$ cat src/rtl/mult_datapath.sv
// ----------------------------------------------------------------------------
// mult_datapath
//   Shift-add multiplier datapath driven by an external CONTROL sequencer.
//   Holds the multiplicand, a (2*WIDTH+1)-bit accumulator whose low half
//   starts as the multiplier, and a bit counter. It returns the current
//   multiplier bit (M) and the last-bit flag (K) to CONTROL, and registers
//   the finished product together with a valid flag.
//
// Ports
//   Clk        in   1        system clock, rising edge
//   reset_n    in   1        asynchronous reset, active low
//   Load       in   1        capture operands, clear counter and valid flag
//   Ad         in   1        add multiplicand into upper accumulator half
//   Sh         in   1        shift accumulator right, count one bit
//   Done       in   1        capture accumulator into Product, set ProdValid
//   Mplier     in   WIDTH    multiplier operand, sampled on Load
//   Mcand      in   WIDTH    multiplicand operand, sampled on Load
//   M          out  1        accumulator bit 0 (combinational)
//   K          out  1        counter at its last value (combinational)
//   Product    out  2*WIDTH  registered result
//   ProdValid  out  1        Product holds a completed result
// ----------------------------------------------------------------------------
module mult_datapath #(
  parameter int unsigned WIDTH = 8
) (
  input  logic                 Clk,
  input  logic                 reset_n,
  input  logic                 Load,
  input  logic                 Ad,
  input  logic                 Sh,
  input  logic                 Done,
  input  logic [WIDTH-1:0]     Mplier,
  input  logic [WIDTH-1:0]     Mcand,
  output logic                 M,
  output logic                 K,
  output logic [2*WIDTH-1:0]   Product,
  output logic                 ProdValid
);

  localparam int unsigned AW = 2 * WIDTH + 1;
  localparam int unsigned PW = 2 * WIDTH;
  localparam int unsigned SW = WIDTH + 1;
  localparam int unsigned CW = $clog2(WIDTH);
  localparam logic [CW-1:0] CNT_LAST = CW'(WIDTH - 1);

  logic [AW-1:0]    r_acc;
  logic [WIDTH-1:0] r_mcand;
  logic [CW-1:0]    r_cnt;
  logic [PW-1:0]    r_product;
  logic             r_prod_valid;

  logic [SW-1:0]    w_sum;
  logic [AW-1:0]    w_acc_add;
  logic [AW-1:0]    w_acc_src;
  logic [AW-1:0]    w_acc_shifted;
  logic [AW-1:0]    w_acc_next;
  logic [WIDTH-1:0] w_mcand_next;
  logic [CW-1:0]    w_cnt_inc;
  logic [CW-1:0]    w_cnt_next;
  logic [PW-1:0]    w_product_next;
  logic             w_prod_valid_next;
  logic             w_cnt_last;

  // Upper-half add; the previous carry bit is dropped, the new carry lands in ACC[2W].
  assign w_sum     = SW'(r_acc[PW-1:WIDTH]) + SW'(r_mcand);
  assign w_acc_add = {w_sum, r_acc[WIDTH-1:0]};

  // With Ad and Sh together the add result feeds the shifter in the same cycle.
  assign w_acc_src     = Ad ? w_acc_add : r_acc;
  assign w_acc_shifted = w_acc_src >> 1;

  // Counter wraps explicitly so non-power-of-two widths still cycle through WIDTH states.
  assign w_cnt_last = (r_cnt == CNT_LAST);
  assign w_cnt_inc  = w_cnt_last ? '0 : r_cnt + CW'(1);

  // Next-state selection: Load overrides everything, Done is independent of Ad/Sh.
  always_comb begin
    w_acc_next        = r_acc;
    w_mcand_next      = r_mcand;
    w_cnt_next        = r_cnt;
    w_product_next    = r_product;
    w_prod_valid_next = r_prod_valid;

    if (Load) begin
      w_acc_next        = AW'(Mplier);
      w_mcand_next      = Mcand;
      w_cnt_next        = '0;
      w_prod_valid_next = 1'b0;
    end else begin
      if (Sh) begin
        w_acc_next = w_acc_shifted;
        w_cnt_next = w_cnt_inc;
      end else if (Ad) begin
        w_acc_next = w_acc_add;
      end

      // Captures the accumulator as it was before any same-cycle add/shift.
      if (Done) begin
        w_product_next    = r_acc[PW-1:0];
        w_prod_valid_next = 1'b1;
      end
    end
  end

  // Datapath registers.
  always_ff @(posedge Clk or negedge reset_n) begin
    if (!reset_n) begin
      r_acc        <= '0;
      r_mcand      <= '0;
      r_cnt        <= '0;
      r_product    <= '0;
      r_prod_valid <= 1'b0;
    end else begin
      r_acc        <= w_acc_next;
      r_mcand      <= w_mcand_next;
      r_cnt        <= w_cnt_next;
      r_product    <= w_product_next;
      r_prod_valid <= w_prod_valid_next;
    end
  end

  // Status back to CONTROL and result to the consumer.
  assign M         = r_acc[0];
  assign K         = w_cnt_last;
  assign Product   = r_product;
  assign ProdValid = r_prod_valid;

endmodule

$ cat config.mk
export PLATFORM = sky130hd
export DESIGN_NAME = mult_datapath
export DESIGN_NICKNAME = d
export VERILOG_FILES = /design/src/rtl/mult_datapath.sv
export SDC_FILE = /design/constraint.sdc
export NUM_CORES = 1
export LEC_CHECK = 0
export CORE_MARGIN = 3
export CORE_UTILIZATION = 56
export DETAILED_ROUTE_END_ITERATION = 12
export DONT_BUFFER_PORTS = 1
export GPL_TIMING_DRIVEN = 0
export PLACE_DENSITY = 0.79
export SYNTH_ARGS = -nofsm -noshare
export SYNTH_HDL_FRONTEND = slang
export SYNTH_SLANG_ARGS = --single-unit
$ cat constraint.sdc
create_clock -name Clk -period 1.7 [get_ports Clk]
set_input_delay 0.085 -clock Clk [delete_from_list [all_inputs] [get_ports Clk]]
set_output_delay 0.085 -clock Clk [all_outputs]
set_load 0.005 [all_outputs]
# Word-level counts from Yosys, hierarchy flattened
# Index checks and enable logic that the tools add are counted.
# word_totals
romBits,0
memories,0
wordCells,21
out_inout_bits,19
ram_bits,0
latchBits,0
regBits,45
inputBits,22
# classes
n_reduce_logical,3
n_div,0
shifts,0
multipliers,0
n_bitwise,1
add_sub_neg,2
order_cmp,0
mux,8
eq_ne,1
# ops
op,n
two-way mux 17 bit,3
adder 8 x 8 -> 9 bit,1
two-way mux 3 bit,3
nonzero test 2 bit,2
adder 3 x 1 -> 3 bit (second input constant),1
equality test 3 bit (second input constant),1
two-way mux 1 bit,2
AND reduction 2 bit,1
inverter 1 bit,1

# Logic depth before layout (Yosys ltp)
# logic_depth
ltp_word,4
ltp_mapped,8
mapped_depth_nobuf,8

# Worst setup path before layout
# No wires, ideal clock.
# synth_path
kind,register to register
from,register r_acc[8]
to,register r_acc[13]
synth_period_minus_slack_ns,1.879
path_buffers,0
path_stages_with_launch,9
arrival_ns,1.740
path_slack_ns,-0.179
path_cell_list,dfrtp_1 -> ha_1 -> inv_1 -> fa_1 -> nor2b_1 -> o31a_1 -> nor4_1 -> o311ai_0 -> o31ai_1
# synth_between
elab_chain_len,4
# synth_lines
element,line_no,rtl
from (decl),46,logic [AW-1:0] r_acc;
from (signal assigned),114,r_acc <= w_acc_next;
adder 8 x 8 -> 9 bit,65,assign w_sum = SW'(r_acc[PW-1:WIDTH]) + SW'(r_mcand);
two-way mux 17 bit,93,end else if (Ad) begin
two-way mux 17 bit,90,if (Sh) begin
two-way mux 17 bit,84,if (Load) begin
named net w_acc_next[13],56,logic [AW-1:0] w_acc_next;
# The timed path passes the listed nets, and every way through them passes these cells. The select of a mux whose other input is x is not followed.
# A chain may end at the register's enable or synchronous reset.

# Worst setup path after layout
# layout_path
from,register r_mcand[0]
to,register r_acc[13]
# layout_between
elab_chain_len,4
# layout_lines
element,line_no,rtl
from (decl),47,logic [WIDTH-1:0] r_mcand;
from (signal assigned),115,r_mcand <= w_mcand_next;
adder 8 x 8 -> 9 bit,65,
two-way mux 17 bit,93,
two-way mux 17 bit,90,
two-way mux 17 bit,84,
named net w_acc_next[13],56,
# The timed path passes the listed nets, and every way through them passes these cells. The select of a mux whose other input is x is not followed.

==> run metrics <==
DIE WIDTH 69.96 um; CTS Buf Count 5; Clock Latency Late Sink around 300 ps; pin count of the biggest net entering global routing 46; root buffer cell clkbuf_8; TritonRoute pass-1 iters 4; RSZ-0062 raised after global routing yes; worst hold path type in -> reg; Final WS setup -290.2 ps; Maximum Capacitance Violations 0; Crit path arrival time between 2000 and 2500 ps; antenna violations before repair 0; Top Ports 41; row cnt 22; Ys Warns 0; Area growth syn-to-layout 20.32%; R2R cell count 8; worst hold path startpoint Sh; worst-path maximum fanout 4; Final Hold Viols 0; RD Place Congestion ~0.9; vias in the first global route 1828; Post-Route Utilization 0.7256; Crit path buffers/inverters 1; measured slew at the worst slew-check pin 459.6 ps; sequence of cells on the critical path ha_2 > inv_2 > fa_2 > nor2b_2 > o31a_1 > o21a_1 > o311ai_2 > o31ai_1; required time of the worst setup path 1870 ps; die height 69.96 um; top cell family by delay on the critical path compound AO/OA/AOI/OAI gates; Endpoint, Worst Hold r_acc[14]; # clock sinks 45; Avg Cell Area, Syn between 10 and 15 um^2; first-pass GRT wire length between 8 and 9 mm; Sw Share 0.3083; period utilisation layout 1.171; Vias/cell 5.920; end of the worst register-to-register path r_acc[13]; post-route minimum period roughly 2000 ps; Reg2Reg Setup Slack -290 ps; maximum VDD drop about 630 uV; status finished, violations left; wire length per cell around 18 um; Yosys cell types 33; sequential fraction of the synthesis area 0.4915; Max Clock Skew between 5 and 6 ps; origin of the worst setup path r_mcand[0]; Final Setup Violations 8; CP Class reg -> reg; Clk pwr share 0.243; 1st-iter DRT viols 85; commonest non-fill, non-tap cell in the layout dfrtp_1; initial core utilization 0.6031; Synth Register Bits between 40 and 50; final hold slack between 100 and 150 ps; crit end category flip-flop; clock slew at reported path FFs 80 ps; Final HPWL DP between 3 and 4 mm; via count 1699; FF-to-FF Start r_mcand[0]; DIE AREA 4894 um^2; number of stages on the worst hold path 3; core area roughly 3800 um^2; slowest stage delay, CP roughly 400 ps; final WL roughly 5.1 mm; Mapped Area 2291 um^2; Worst setup SP type flip-flop; Internal 1.840 mW; share of layout cells above drive strength 1 0.2594; post-route ant nets 0; Tot GR Track Use 0.2230; Max-slew headroom 0.6911; post-synthesis cell count about 210; Syn Nets between 200 and 250; CTS tree done; antenna cells 0; failing checks negative setup slack; Overflow after GRT 0; Port Buffers 0; htree depth 2; Nets approximately 270; Pins Over Slew Limit 0; Comb power frac 0.258; final routed DRC violation total 0; fmax ~500 MHz; pwr dens 965.1 nW/um^2; clock buffer depth 2; Worst path slowest cell dfrtp_1; Seq pwr share 0.499; most frequent cells in the layout dfrtp_1 (45), mux2_2 (21), nand2_1 (18), dlygate4sd3_1 (18), o21ai_0 (17); Psw a little over 0.8 mW; Lkg Pwr 1.237 nW
-- cell usage after synthesis --
library cell / count / area (um^2)
clkbuf_1: 2 / 7.510
buf_2: 2 / 10.01
nor2_1: 16 / 60.06
buf_6: 4 / 45.04
nor3_1: 4 / 20.02
a21oi_1: 10 / 50.05
a211oi_2: 1 / 12.51
a21o_1: 2 / 15.01
mux2i_1: 11 / 110.1
o311ai_0: 1 / 8.760
a211oi_1: 6 / 45.04
o221ai_1: 1 / 8.760
nand2_1: 18 / 67.56
nor2b_1: 4 / 25.02
mux2_2: 22 / 247.7
ha_1: 10 / 125.1
dfrtp_1: 45 / 1126
o31a_1: 1 / 8.760
nor3_2: 1 / 10.01
o211ai_1: 1 / 7.510
o21a_1: 2 / 15.01
o21ai_0: 18 / 90.09
inv_1: 7 / 26.28
xnor2_1: 2 / 17.52
a31oi_1: 1 / 6.260
a211o_1: 1 / 8.760
fa_1: 1 / 20.02
o41ai_1: 1 / 8.760
buf_4: 3 / 22.52
o31ai_1: 3 / 22.52
nand3b_1: 3 / 22.52
or4_1: 1 / 7.510
nor4_1: 2 / 12.51
-- kinds of logic after synthesis --
logic type,Yosys count,synth area share
AOI/OAI and AO/OA,49,0.1344
and+or+nand+nor,49,0.09830
DFF,45,0.4915
muxes,33,0.1562
buffers and inverters,18,0.04861
adders and majority gates,11,0.06335
xor gates and xnor gates,2,0.007647
-- power by group through the flow --
stage	Clock [mW]	Sequential [mW]	Combinational (mW)
finish	0.646	1.33	0.687
global route	0.707	1.35	0.762
CTS	0.664	1.33	0.666
detailed placement	0	1.35	0.553
global placement	0	1.34	0.522
floorplan	0	1.31	0.455
-- worst max path at each step --
stage / to / slack, ps / depth (start not counted)
after floorplan: r_acc[13] / -100 / 8
after global placement: r_acc[15] / -260 / 8
after detailed placement: r_acc[13] / -330 / 8
after CTS: r_acc[13] / -230 / 8
after global routing: r_acc[13] / -430 / 8
final: r_acc[13] / -290 / 8
-- cell type report --
type,instances,area (um^2)
fill,246,1042
buffer,11,85.08
clock buffer,5,68.82
tap,48,60.06
inverter,7,26.28
sequential,45,1126
clock inverter,3,17.52
multi-input combinational,144,1135
timing repair buffer,24,237.7
-- through the flow --
stage	worst slack, ps	TNS, ps	area [um^2]	cells	total power [mW]
floorplan	-96.40	-234.9	2308	207	1.763
global placement	-257.4	-1076	2369	255	1.861
detailed placement	-332.0	-1400	2369	255	1.899
CTS	-228.6	-902.7	2744	286	2.659
global route	-426.2	-2487	2756	287	2.816
finish	-290.2	-1727	2756	287	2.660
-- metal layers --
layer  GRT usage  wire length [um]  up-vias
li1            -                 -      800
met1      0.2561              2081      828
met2      0.3767              2612       58
met3     0.07770               319       13
met4     0.09362               112        0
met5           0                 0        -
-- worst register-to-register path: cells and delay by family, from the launching register on --
kind,cells,cell delay (ps)
compound gates,4,930
fa+ha+maj,2,410
flops,1,400
buf+inv,1,60
simple gates,1,60
-- flip-flops by register name, indices dropped and copies added, names as in the netlist --
name,cells
Product,16
r_mcand,8
r_acc,17
ProdValid,1
r_cnt,3
-- what timing repair did --
action / in CTS / in global routing
pin swaps: 6 / 1
hold buffers: 19 / 0
hold endpoints to repair: 62 / 0
gates resized for setup: 11 / 1
setup buffers: 4 / 1
cloned: 0 / 0
endpoints found under the setup margin: 7 / 9
Note: power is estimated with default switching activity, not from simulation.
